[src/rtl/rpn_sequencer_if.sv]
// rpn_sequencer_if: ASCII byte input, RPN-core strobes and result/error outputs
// of the RPN sequencer, grouped so the core side and the byte side travel together.
interface rpn_sequencer_if;
   logic        rx_valid;
   logic [7:0]  rx_data;
   logic        rx_ready;
   logic        num_en;
   logic [15:0] num;
   logic        op_en;
   logic [3:0]  op;
   logic        res_ready;
   logic [15:0] res_value;
   logic        result_valid;
   logic [15:0] result;
   logic        err;
   modport master (
      output rx_valid, rx_data, res_ready, res_value,
      input  rx_ready, num_en, num, op_en, op, result_valid, result, err
   );
   modport slave (
      input  rx_valid, rx_data, res_ready, res_value,
      output rx_ready, num_en, num, op_en, op, result_valid, result, err
   );
endinterface

[src/rtl/rpn_sequencer.sv]
// rpn_sequencer: parses an ASCII RPN byte stream into push/operator strobes for an
// RPN core and captures the core's answer to '=' with a bounded wait.
module rpn_sequencer #(
   parameter int OP_GAP      = 4,
   parameter int RES_TIMEOUT = 16
) (
   input logic            clk,
   input logic            rst_n,
   rpn_sequencer_if.slave bus
);
   localparam int CW = $clog2((RES_TIMEOUT > OP_GAP ? RES_TIMEOUT : OP_GAP) + 1);
   typedef enum logic [2:0] {IDLE, ACC, EMIT_NUM, EMIT_OP, GAP, WAIT_RES} state_t;
   state_t state, state_n;
   logic [15:0] acc, acc_n, res_q, res_n;
   logic [3:0] opc, opc_n, code;
   logic pend, pend_n, err_q, err_n, rv_q, rv_n;
   logic [CW-1:0] cnt, cnt_n;
   logic take, is_dig, is_term, is_op;
   logic [15:0] dig;
   assign take    = bus.rx_valid && bus.rx_ready;
   assign is_dig  = bus.rx_data >= 8'h30 && bus.rx_data <= 8'h39;
   assign is_term = bus.rx_data == 8'h20 || bus.rx_data == 8'h0D || bus.rx_data == 8'h0A;
   assign is_op   = bus.rx_data == 8'h2B || bus.rx_data == 8'h2D || bus.rx_data == 8'h2A ||
                    bus.rx_data == 8'h2F || bus.rx_data == 8'h3D;
   assign code    = bus.rx_data == 8'h2B ? 4'd0 :
                    bus.rx_data == 8'h2D ? 4'd1 :
                    bus.rx_data == 8'h2A ? 4'd2 :
                    bus.rx_data == 8'h2F ? 4'd3 : 4'd15;
   assign dig     = {12'd0, bus.rx_data[3:0]};
   always_ff @(posedge clk or negedge rst_n) begin
      if (!rst_n) begin
         state <= IDLE;
         acc   <= '0;
         opc   <= '0;
         pend  <= 1'b0;
         cnt   <= '0;
         err_q <= 1'b0;
         rv_q  <= 1'b0;
         res_q <= '0;
      end else begin
         state <= state_n;
         acc   <= acc_n;
         opc   <= opc_n;
         pend  <= pend_n;
         cnt   <= cnt_n;
         err_q <= err_n;
         rv_q  <= rv_n;
         res_q <= res_n;
      end
   end
   always_comb begin
      state_n = state;
      acc_n   = acc;
      opc_n   = opc;
      pend_n  = pend;
      cnt_n   = cnt;
      err_n   = 1'b0;
      rv_n    = 1'b0;
      res_n   = res_q;
      case (state)
         IDLE, ACC: if (take) begin
            if (is_dig) begin
               acc_n   = state == ACC ? acc * 16'd10 + dig : dig;
               state_n = ACC;
            end else if (is_term) begin
               state_n = state == ACC ? EMIT_NUM : IDLE;
            end else if (is_op) begin
               // an operator ending a number is held until the number has been pushed
               opc_n   = code;
               pend_n  = state == ACC;
               state_n = state == ACC ? EMIT_NUM : EMIT_OP;
            end else begin
               err_n   = 1'b1;
               acc_n   = '0;
               opc_n   = '0;
               pend_n  = 1'b0;
               state_n = IDLE;
            end
         end
         EMIT_NUM: begin
            state_n = pend ? EMIT_OP : IDLE;
            pend_n  = 1'b0;
         end
         EMIT_OP: begin
            cnt_n   = '0;
            state_n = opc == 4'd15 ? WAIT_RES : GAP;
         end
         GAP: begin
            state_n = cnt == CW'(OP_GAP - 1) ? IDLE : GAP;
            cnt_n   = cnt + CW'(1);
         end
         WAIT_RES: begin
            if (bus.res_ready) begin
               res_n   = bus.res_value;
               rv_n    = 1'b1;
               state_n = IDLE;
            end else if (cnt == CW'(RES_TIMEOUT - 1)) begin
               err_n   = 1'b1;
               state_n = IDLE;
            end else begin
               cnt_n = cnt + CW'(1);
            end
         end
         default: state_n = IDLE;
      endcase
   end
   // rx_ready is gated by rst_n so it stays low for the whole reset, not just after the edge
   assign bus.rx_ready     = rst_n && (state == IDLE || state == ACC);
   assign bus.num_en       = state == EMIT_NUM;
   assign bus.num          = acc;
   assign bus.op_en        = state == EMIT_OP;
   assign bus.op           = opc;
   assign bus.result_valid = rv_q;
   assign bus.result       = res_q;
   assign bus.err          = err_q;
endmodule

[src/flat_wrapper.sv]
// flat-port wrapper written by rule: the top's interface ports become plain ports
module rpn_sequencer_flat 
#(
   parameter int OP_GAP      = 4,
   parameter int RES_TIMEOUT = 16
)
  (clk, rst_n, bus_rx_valid, bus_rx_data, bus_res_ready, bus_res_value, bus_rx_ready, bus_num_en, bus_num, bus_op_en, bus_op, bus_result_valid, bus_result, bus_err);
  rpn_sequencer_if bus_i ();
  input logic clk;
  input logic rst_n;
  input wire logic [$bits(bus_i.rx_valid)-1:0] bus_rx_valid;
  input wire logic [$bits(bus_i.rx_data)-1:0] bus_rx_data;
  input wire logic [$bits(bus_i.res_ready)-1:0] bus_res_ready;
  input wire logic [$bits(bus_i.res_value)-1:0] bus_res_value;
  output wire logic [$bits(bus_i.rx_ready)-1:0] bus_rx_ready;
  output wire logic [$bits(bus_i.num_en)-1:0] bus_num_en;
  output wire logic [$bits(bus_i.num)-1:0] bus_num;
  output wire logic [$bits(bus_i.op_en)-1:0] bus_op_en;
  output wire logic [$bits(bus_i.op)-1:0] bus_op;
  output wire logic [$bits(bus_i.result_valid)-1:0] bus_result_valid;
  output wire logic [$bits(bus_i.result)-1:0] bus_result;
  output wire logic [$bits(bus_i.err)-1:0] bus_err;
  assign bus_i.rx_valid = bus_rx_valid;
  assign bus_i.rx_data = bus_rx_data;
  assign bus_i.res_ready = bus_res_ready;
  assign bus_i.res_value = bus_res_value;
  assign bus_rx_ready = bus_i.rx_ready;
  assign bus_num_en = bus_i.num_en;
  assign bus_num = bus_i.num;
  assign bus_op_en = bus_i.op_en;
  assign bus_op = bus_i.op;
  assign bus_result_valid = bus_i.result_valid;
  assign bus_result = bus_i.result;
  assign bus_err = bus_i.err;
  rpn_sequencer #(.OP_GAP(OP_GAP), .RES_TIMEOUT(RES_TIMEOUT)) u_core (.clk(clk), .rst_n(rst_n), .bus(bus_i));
endmodule
[config.mk]
export PLATFORM = sky130hd
export DESIGN_NAME = rpn_sequencer_flat
export DESIGN_NICKNAME = d
export VERILOG_FILES = /design/src/rtl/rpn_sequencer_if.sv /design/src/rtl/rpn_sequencer.sv /design/src/flat_wrapper.sv
export SDC_FILE = /design/constraint.sdc
export NUM_CORES = 1
export LEC_CHECK = 0
export CAP_MARGIN = 20
export CELL_PAD_IN_SITES_DETAIL_PLACEMENT = 1
export CELL_PAD_IN_SITES_GLOBAL_PLACEMENT = 2
export CORE_ASPECT_RATIO = 0.75
export CORE_MARGIN = 2
export CORE_UTILIZATION = 29
export CTS_BUF_LIST = sky130_fd_sc_hd__clkbuf_8
export DETAILED_ROUTE_END_ITERATION = 8
export GPL_TIMING_DRIVEN = 0
export PLACE_DENSITY_LB_ADDON = 0.1
export SYNTH_ARGS = -nofsm -noshare
export SYNTH_HDL_FRONTEND = slang
export SYNTH_SLANG_ARGS = --single-unit
[constraint.sdc]
create_clock -name clk -period 2.75 [get_ports clk]
set_input_delay 0.825 -clock clk [delete_from_list [all_inputs] [get_ports clk]]
set_output_delay 0.825 -clock clk [all_outputs]
set_load 0.1 [all_outputs]
==> flow_metrics.tcl <==
set metrics [dict create \
    n_fill_cell 1233 \
    synth-edff-count 0 \
    drt-met1-wl_um 5040 \
    syn_avg_cell_area_um2 9.76 \
    status "finished with violations" \
    dp_slack_ns -1.05 \
    crit_arrival_ns 3.25 \
    cts_tree "yes" \
    multiInputGateArea_um2 2200 \
    postRouteAntennaNets 0 \
    dr_wl_met2_um 3770 \
    synth_top_flop_cell "dfrtp_1" \
    slew_viol_final 0 \
    routed-via-count 2836 \
    r2r_cells 10 \
    vias_per_cell 5.07 \
    path_cells "ha_4, ha_4, fa_2, a21o_4, a2111oi_4, nand2_1, o21ba_4, nor4b_4, a211o_2, nand3_1" \
    fin_util_pct 41.8 \
    wl_per_cell_um 16.5 \
    cts_buffers 5 \
    first_global_vias 2891 \
    ctsLongestPathBuffers 2 \
    worst-slew-pin-transition_ns 1.01 \
    placement.io_buffers 68 \
    relSlewSlack_pct 32.2 \
    grt_pass1_wl_um 15000 \
    p_leak_nw 1.98 \
    hold_viol_final 0 \
    io_pins 69 \
    wl_met3_um 346 \
    critPathMaxFanout 4 \
    max_cap_viol_count 0 \
    antenna_found_initial 0 \
    failed_checks "negative setup slack" \
    dp_hpwl_um 7180 \
    crit_type "reg -> reg" \
    routed.top_layer "met4" \
    setup_violations 6 \
    start_util_pct 29.6 \
    cp_slowest_cell "dfrtp_4" \
    yosysWarnings 0 \
    die_x_um 126 \
    rsz0062_at_grt "yes" \
    synth_nets 389 \
    core_area_um2 10900 \
    cp.required_ns 2.94 \
    cpMostUsedCell "ha_4" \
    yosysSeqAreaShare_pct 35.6 \
    cts.clk_slew.worst_paths_ns 0.09 \
    ys_ff_latch 46 \
    cts_num_sinks 46 \
    stdcell_area_um2 4560 \
    worstHoldPathType "in -> async" \
    drtIter0Drc 109 \
    row_count 33 \
    clk_latency_ns 0.30 \
    die_h_um 95.4 \
    grt_usage_pct 15.5 \
    drive_gt1_share_pct 23.6 \
    cellPowerDensity_nw_per_um2 353 \
    cts_root_buffer "clkbuf_8" \
    min_period_ns 3.06 \
    cp-start-kind "flop" \
    finalSetupTns_ns -1.44 \
    fin_ws_ns -0.314 \
    syn-instance-count 331 \
    area_growth_syn_to_layout_pct 41.1 \
    finClkSkew_ns 0.00528 \
    diodes 0 \
    seqCellArea_um2 1180 \
    fin_nets 476 \
    max_stage_delay_ns 0.53 \
    cp-end-kind "flop" \
    htreeDepth 2 \
    vdd_drop_max_v 0.000167 \
    first_pass_iters 4 \
    cts_hold_buf 0 \
    drcViolationCount 0 \
    wl_um 9220 \
    die_area_um2 12000 \
    async_reset_ff_share_pct 100 \
    synth_area_um2 3230 \
    dpl_cell_area_um2 4230 \
    timing.fmax_mhz 326 \
    yosysUniqueCellTypes 60 \
    grt.overflow.total 0 \
    place_congestion 0.751 \
    grt_max_degree 36 \
    fin_crit_sh_pct 111 \
]
==> sequential cells by signal, summed over array words and instances (netlist names) <==
register / flops
u_core.bus.err: 1
u_core.bus.num: 16
u_core.bus.op: 3
u_core.bus.result: 16
u_core.bus.result_valid: 1
u_core.cnt: 5
u_core.pend: 1
u_core.state: 3
==> path summary, 6_finish.rpt <==
path / start / end / slack, ns
max: u_core.bus.num[3] / u_core.bus.num[15] / -0.31
min: rst_n / u_core.bus.num[12] / 0.38
max reg2reg: u_core.bus.num[3] / u_core.bus.num[15] / -0.31
min reg2reg: u_core.bus.num[15] / u_core.bus.num[15] / 0.49
max in group asynchronous: rst_n / u_core.cnt[4] / 1.98
min in group clk: u_core.bus.num[15] / u_core.bus.num[15] / 0.49
==> synthesized netlist by cell type (3+ instances only) <==
library cell	instances	area [um2]
ha_1	28	350
nand2_1	28	105
a211o_1	4	35.0
dfrtp_1	46	1150
xor2_1	7	61.3
nand2b_1	3	18.8
nand3_1	14	70.1
nor4_1	3	18.8
nand3b_1	3	22.5
a211oi_1	5	37.5
mux2_2	17	191
inv_1	11	41.3
or3_1	3	18.8
nor2b_1	5	31.3
a21oi_1	11	55.1
nor3b_1	3	22.5
clkbuf_1	6	22.5
nor2_1	21	78.8
xnor2_1	9	78.8
o21a_1	4	30.0
a31oi_1	3	18.8
o21ai_0	31	155
nor3_1	12	60.1
o31ai_1	4	30.0
a21o_1	4	30.0
a211oi_2	3	37.5
and2_1	4	25.0
==> worst max-delay path: cells and delay by family, from the launching register on <==
family,cells,cell delay [ns]
AOI/OAI and AO/OA,4,1.10
adders and majority gates,3,0.81
DFF,1,0.53
and+or+nand+nor,3,0.51
==> per-layer routing <==
layer  vias up  global-route usage [%]
li1       1392                       -
met1      1373                    23.5
met2        67                    23.4
met3         4                    2.81
met4         0                    2.75
met5         -                       0
==> per-stage QoR <==
step | total power, W | hold WS (ns) | std cells
after floorplan | 0.00106 | 0.473 | 331
after global placement | 0.00120 | 0.468 | 539
after detailed placement | 0.00122 | 0.478 | 540
after CTS | 0.00163 | 0.352 | 551
after global routing | 0.00171 | 0.366 | 559
final | 0.00161 | 0.378 | 559
==> cells in the final DEF (no fill, tap or decap), types with 6 or more instances in the layout <==
| master | count |
|---|---|
| o21ai_0 | 29 |
| nor3_1 | 10 |
| xor2_1 | 6 |
| nand3_1 | 13 |
| a21oi_1 | 10 |
| ha_1 | 24 |
| xnor2_1 | 8 |
| mux2_2 | 17 |
| nor2_1 | 21 |
| clkdlybuf4s50_1 | 56 |
| inv_1 | 13 |
| buf_4 | 13 |
| dfrtp_1 | 34 |
| dfrtp_2 | 8 |
| nand2_1 | 25 |
==> timing repair <==
item,CTS,global route
gates cloned,0,1
setup endpoints to repair,16,16
pin swaps,5,11
gates resized for setup,40,13
buffers inserted,3,8
==> cell type report <==
| type | instances | share of cell area (%) |
|---|---|---|
| Clock inverter | 3 | 0.329 |
| Sequential cell | 46 | 25.8 |
| Multi-Input combinational cell | 265 | 48.4 |
| Tap cell | 140 | 3.84 |
| Buffer | 8 | 1.10 |
| Clock buffer | 5 | 1.51 |
| Timing Repair Buffer | 81 | 18.1 |
| Inverter | 11 | 0.906 |
==> where the power goes <==
group / leakage (nW) / switching [W] / internal, W / total [W]
clock network: 0.0467 / 0.000229 / 0.000173 / 0.000401
registers: 0.610 / 0.0000428 / 0.000728 / 0.000771
logic: 1.33 / 0.000289 / 0.000150 / 0.000439
total: 1.98 / 0.000560 / 0.00105 / 0.00161
==> cell families (layout without fill, tap and decap cells) <==
kind of cell / after synthesis / after routing / share of synthesized area, %
fa+ha+maj: 30 / 30 / 12.1
simple gates: 114 / 114 / 19.6
mux: 18 / 18 / 6.24
xor+xnor: 17 / 17 / 4.84
compound gates: 86 / 86 / 18.7
buf+inv: 20 / 108 / 2.94
flops: 46 / 46 / 35.6
(Power assumes the default switching activity.)
